$ cat config.mk
export PLATFORM = sky130hd
export DESIGN_NAME = qspi_slave_ram
export DESIGN_NICKNAME = d
export VERILOG_FILES = /design/src/rtl/qspi_slave_ram.sv
export SDC_FILE = /design/constraint.sdc
export NUM_CORES = 1
export LEC_CHECK = 0
export CAP_MARGIN = 10
export CORE_MARGIN = 1
export CORE_UTILIZATION = 25
export CTS_BUF_LIST = sky130_fd_sc_hd__clkbuf_2
export DETAILED_ROUTE_END_ITERATION = 10
export HOLD_SLACK_MARGIN = 0.15
export PLACE_DENSITY = 0.46
export RECOVER_POWER = 50
export SLEW_MARGIN = 20
export SYNTH_ARGS = -nofsm -noshare
export SYNTH_HDL_FRONTEND = slang
export SYNTH_SLANG_ARGS = --single-unit
$ cat constraint.sdc
create_clock -name clk -period 2.5 [get_ports clk]
set_clock_uncertainty 0.2 [all_clocks]
set_input_delay 0.25 -clock clk [delete_from_list [all_inputs] [get_ports clk]]
set_output_delay 0.25 -clock clk [all_outputs]
set_load 0.02 [all_outputs]
$ cat src/rtl/qspi_slave_ram.sv
// rtl/qspi_slave_ram.sv - QSPI slave front end to a shared byte RAM
// Oversamples sclk/cs_n/io_in in the clk domain; writes (0x38) and reads (0xEB) the RAM.
module qspi_slave_ram #(
  parameter int addr_width = 8
) (
  input  logic                  clk,
  input  logic                  rst,
  input  logic                  sclk,
  input  logic                  cs_n,
  input  logic [3:0]            io_in,
  output logic [3:0]            io_out,
  output logic                  io_oe,
  output logic [addr_width-1:0] addr,
  input  logic [7:0]            data_in,
  output logic [7:0]            data_out,
  output logic                  wen,
  output logic                  busy
);

  typedef enum logic [2:0] {IDLE, CMD, ADDR, DUMMY, WDATA, RDATA, IGNORE} state_t;

  state_t      state;
  logic [2:0]  sclk_sync;
  logic [2:0]  cs_sync;
  logic [3:0]  io_m;
  logic [3:0]  io_s;
  logic        nib;
  logic [3:0]  hi;
  logic        is_read;
  logic [7:0]  tx;
  logic [1:0]  fetch;
  logic        inc_addr;
  logic        out_nib;

  logic       rise_ev;
  logic       fall_ev;
  logic       cs_fall;
  logic       byte_done;
  logic [7:0] full_byte;

  // Index 2 is the delayed copy used only for edge detection.
  assign rise_ev   = sclk_sync[1] & ~sclk_sync[2];
  assign fall_ev   = ~sclk_sync[1] & sclk_sync[2];
  assign cs_fall   = ~cs_sync[1] & cs_sync[2];
  assign byte_done = rise_ev & nib;
  assign full_byte = {hi, io_s};

  // cs_n sync resets low so a host already selected at reset release never looks like a fresh fall.
  always_ff @(posedge clk or posedge rst) begin
    if (rst) begin
      state     <= IDLE;
      sclk_sync <= '0;
      cs_sync   <= '0;
      io_m      <= '0;
      io_s      <= '0;
      nib       <= 1'b0;
      hi        <= '0;
      is_read   <= 1'b0;
      tx        <= '0;
      fetch     <= '0;
      inc_addr  <= 1'b0;
      out_nib   <= 1'b0;
      io_out    <= '0;
      io_oe     <= 1'b0;
      addr      <= '0;
      data_out  <= '0;
      wen       <= 1'b0;
      busy      <= 1'b0;
    end else begin
      sclk_sync <= {sclk_sync[1:0], sclk};
      cs_sync   <= {cs_sync[1:0], cs_n};
      io_m      <= io_in;
      io_s      <= io_m;
      wen       <= 1'b0;
      inc_addr  <= 1'b0;
      if (inc_addr)
        addr <= addr + 1'b1;
      // RAM read data is valid one clk after addr, so capture two clks after addr is set.
      fetch <= {fetch[0], 1'b0};
      if (fetch[1])
        tx <= data_in;

      if (cs_sync[1]) begin
        state <= IDLE;
        io_oe <= 1'b0;
        busy  <= 1'b0;
        nib   <= 1'b0;
      end else if (cs_fall) begin
        state   <= CMD;
        busy    <= 1'b1;
        nib     <= 1'b0;
        hi      <= '0;
        tx      <= '0;
        out_nib <= 1'b0;
      end else begin
        if (rise_ev && (state inside {CMD, ADDR, DUMMY, WDATA})) begin
          if (!nib)
            hi <= io_s;
          nib <= ~nib;
        end
        case (state)
          CMD: if (byte_done) begin
            if (full_byte == 8'h38) begin
              state   <= ADDR;
              is_read <= 1'b0;
            end else if (full_byte == 8'hEB) begin
              state   <= ADDR;
              is_read <= 1'b1;
            end else begin
              state <= IGNORE;
            end
          end
          ADDR: if (byte_done) begin
            addr <= full_byte;
            if (is_read) begin
              fetch <= 2'b01;
              state <= DUMMY;
            end else begin
              state <= WDATA;
            end
          end
          DUMMY: if (byte_done)
            state <= RDATA;
          WDATA: if (byte_done) begin
            data_out <= full_byte;
            wen      <= 1'b1;
            inc_addr <= 1'b1;
          end
          RDATA: if (fall_ev) begin
            io_oe   <= 1'b1;
            out_nib <= ~out_nib;
            if (!out_nib) begin
              io_out <= tx[7:4];
            end else begin
              io_out <= tx[3:0];
              addr   <= addr + 1'b1;
              fetch  <= 2'b01;
            end
          end
          default: ;
        endcase
      end
    end
  end

endmodule

* After elaboration in Yosys (flattened, before gate mapping)
Cells that the tools add are included.
** Word-level totals
- Register bits :: 57
- Input bits :: 16
- Word-level logic and storage cells :: 106
- Output and inout bits :: 23
** Operators by class
- Add/subtract/negate cells :: 1
- Multiplexer cells :: 48
- Reduce and logical (&&, ||, !) cells :: 18
- Equal/unequal tests :: 12
- Bitwise logic cells :: 10
** Operators by type and width (count)
- $mux W8 :: 9
- $mux W3 :: 8
- $mux W1 :: 18
- $mux W4 :: 4
- $pmux W8 S2 :: 1
- $reduce_bool A2 Y1 :: 7
- $mux W2 :: 6
- $ne A4 B4 Y1 const B :: 3
- $reduce_and A4 Y1 :: 3
- $pmux W3 S3 :: 1
- $reduce_and A3 Y1 :: 3
- $add A8 B1 Y8 const B :: 1
- $eq A8 B6 Y1 const B :: 1
- $eq A8 B8 Y1 const B :: 1
- $eq A3 B2 Y1 const B :: 2
- $eq A3 B3 Y1 const B :: 2
- $not A1 Y1 :: 6
- $reduce_and A5 Y1 :: 1
- $reduce_bool A5 Y1 :: 1
- $and A1 B1 Y1 :: 4
- $pmux W2 S2 :: 1
- $reduce_bool A4 Y1 :: 1
- $eq A3 B1 Y1 const B :: 1
- $reduce_bool A3 Y1 :: 1
- other kinds (3) :: 3

* Longest topological paths before layout
- Word-level depth :: 7
- Gate-level depth with buffers :: 7
- Mapped depth without buffers :: 6

* Worst setup path after synthesis
No wires, ideal clock.
- Path kind :: register to register
- Start :: register cs_sync[1]
- End :: register data_out[0]
- Library setup time :: 0.125 ns
- Cell stages (with the launch flop) :: 6
- Slack :: 0.546 ns
- Arrival time :: 1.630 ns
- Cell sequence :: dfrtp_1 buf_6 or2_1 buf_6 nor4_4 mux2_2
** Between the ends
- Cells in the longest elaborated chain, start to end :: 4
** Ends and longest elaborated chain
- start: declaration :: RTL line 24 : logic [2:0] cs_sync;
- start signal: assignment :: RTL line 71 : cs_sync <= {cs_sync[1:0], cs_n};
- $not A1 Y1 (no source line) *
- $and A1 B1 Y1 :: RTL line 44 : assign cs_fall = ~cs_sync[1] & cs_sync[2];
- $not A1 Y1 (no source line)
- $reduce_and A4 Y1 (no source line) *
- end signal: assignment :: RTL line 125 : data_out <= full_byte;
- end: declaration :: RTL line 15 : output logic [7:0] data_out,
Mark *: on every way between the ends. The rest lies on a longest branch, timed or not.
A chain may end at the register's enable or synchronous reset.

==> out/metrics.yaml <==
clock_network:
  clk-insertion-delay-late_ns: 0.48
  cts-root-buf: "clkbuf_2"
  clockBufferDepth: 2
  post_cts_buffers: 0
  clock-sinks: 57
  clkTransAtPathRegs_ns: 0.18
  h-tree-depth: 3
  cts_tree: "done"
  cts-buffers-inserted: 9
detailed_routing:
  firstDrtPassIters: 4
  routed_wl_mm: 5.82
  wire_per_inst_um: 13.9
  via_per_inst: 4.48
  drc: 0
  ant_nets: 0
  dr_total_vias: 1877
  drtIter0Drc: 104
worst_setup_path:
  path_max_fanout: 10
  critPathMaxStageDelay_ns: 0.69
  crit_chain: "clkdlybuf4s50_1"
  critical_path.top_delay_family: "buffers and inverters"
  critPathBufInv: 1
  criticalPathCategory: "flip-flop to output pin"
  startpoint_type: "flip-flop"
  cp.arrival_ns: 1.76
  cpMaxStageDelayCell: "clkdlybuf4s50_1"
  required_ns: 2.05
  end_kind: "output pin"
logic_synthesis:
  ys_seq_area_share_pct: 56.0
  syn_area_um2: 2550
  yosysWarnings: 0
  syn-num-nets: 242
  synth_cell_types: 44
  async_flop_share_pct: 100
  synth_cells: 225
  synth-edff-count: 0
  ys_seq_elements: 57
  synthFlopType: "dfrtp_1"
  synth_area_per_cell_um2: 11.3
grt:
  grt-ovfl-total: 0
  antenna_found_initial: 0
  grt_pass1_vias: 1915
  grt_util_all_layers_pct: 12.5
  grt_max_degree: 58
  grt_pass1_wl_mm: 9.80
timing:
  rsz0062_at_grt: "false"
  hold-worst-slack_ns: 0.171
  hold_violations: 0
  setup-violations-final: 0
  fin_tns_setup_ns: 0
  max_freq_mhz: 452
  fin_crit_sh_pct: 88.6
  worst_pin_slew_ns: 0.620
  maxSlewViolCount: 0
  maxSlewHeadroom_pct: 58.6
  fin_crit_ns: 2.21
finish:
  mostFrequentLayoutCells: "dfrtp_1 (57), clkdlybuf4s50_1 (31), nor2_1 (27)"
  final_layout_size_suffix_gt1_share_pct: 11.2
  n_antenna_cell: 0
  final_common_cell: "dfrtp_1"
  syn2layout_area_growth_pct: 29.8
  n_fill_cell: 1071
  nets: 298
pwr:
  p_leak_uw: 0.00135
  p_total_uw: 1570
  p_per_area_nw_per_um2: 474
  ir_drop_mv: 0.263
outcome:
  outcome: "finished, final reports clean"
floorplanning:
  num_io_pins: 39
  die_area_um2: 10600
  start_util_pct: 26.0
  die_h_um: 103
  coreArea_um2: 9820
  rows: 36
  die_x_um: 103
flow_run:
  maxCapViolCount: 0
placement:
  hpwl_mm: 3.84
  place.gp.congestion: 0.769
  portBuffers: 38
hold_path:
  hold_path.class: "flip-flop to flip-flop"
-- path summary, 6_finish.rpt --
check	startpoint	to	slack, ns	depth (start not counted)
max in group asynchronous	rst	tx[7]	1.23	4
worst max-delay path	inc_addr	wen	0.29	1
worst min register to register	sclk_sync[0]	sclk_sync[1]	0.17	0
min in group asynchronous	rst	io_out[1]	0.60	4
worst min-delay path	sclk_sync[0]	sclk_sync[1]	0.17	0
worst max register to register	sclk_sync[2]	data_out[4]	0.39	3
-- kinds of logic after synthesis --
logic type	Yosys count	synth area share [%]
AND/OR/NAND/NOR	71	15.3
multiplexers	22	9.03
buffers and inverters	17	3.24
AO/OA/AOI/OAI	45	11.8
adder cells (fa/ha/maj)	1	0.491
XOR/XNOR	12	4.12
flip-flops	57	56.0
-- timing repair --
action                                 4_1_cts  5_1_grt
setup endpoints to repair                    0        0
endpoints found under the hold margin       68        0
hold buffers                                12        0
resized for setup                            0        0
-- flip-flops by register name (all words and copies together), names as in the netlist --
name and cells:
inc_addr 1, io_out 4, out_nib 1, sclk_sync 3, is_read 1, cs_sync 3
io_s 4, io_m 4, addr 8, nib 1, tx 8, state 3
data_out 8, busy 1, fetch 2, hi 4, io_oe 1
-- through the flow --
step                      setup slack, ns  cell area (um2)  util, %  instances
after floorplan                     0.546             2550        -        225
after global placement              0.385             3100     31.6        391
after detailed placement            0.357             3100     31.6        391
after CTS                           0.246             3310     33.7        419
after global routing                0.183             3310     33.7        419
final                               0.286             3310     33.7        419
-- per-layer routing --
layer | global-route usage, % | vias to the layer above | share of wire, %
met5 | 0 | - | 0
met4 | 6.72 | 0 | 1.8
met3 | 2.78 | 8 | 2.7
met2 | 18.8 | 33 | 46
met1 | 16.7 | 918 | 49
li1 | - | 918 | -
-- synthesized netlist by cell type, drive strengths merged (7+ instances only) --
cell type   n  area [um2]
mux2        8        90.1
nor2       29         114
nand2       8        30.0
dfrtp      57        1430
clkbuf      9        35.0
mux2i      14         140
xor2        7        61.3
o21ai       8        40.0
a21oi      10        50.1
-- final cells by class --
class	count	area, um2	share of cell area, %
well taps	133	166	5.03
repair buffers	58	569	17.2
inverters	4	15.0	0.454
flip-flops and latches	57	1430	43.1
clock buffers	9	45.0	1.36
multi-input cells	151	1040	31.4
clock inverters	7	46.3	1.40
-- where the power goes --
group,internal (uW),leakage [uW],switching [uW],total (uW)
Clock,126,0.0000456,380,506
Sequential,941,0.000760,21.6,963
Combinational,52.8,0.000540,47.8,101
(Power assumes the default switching activity.)
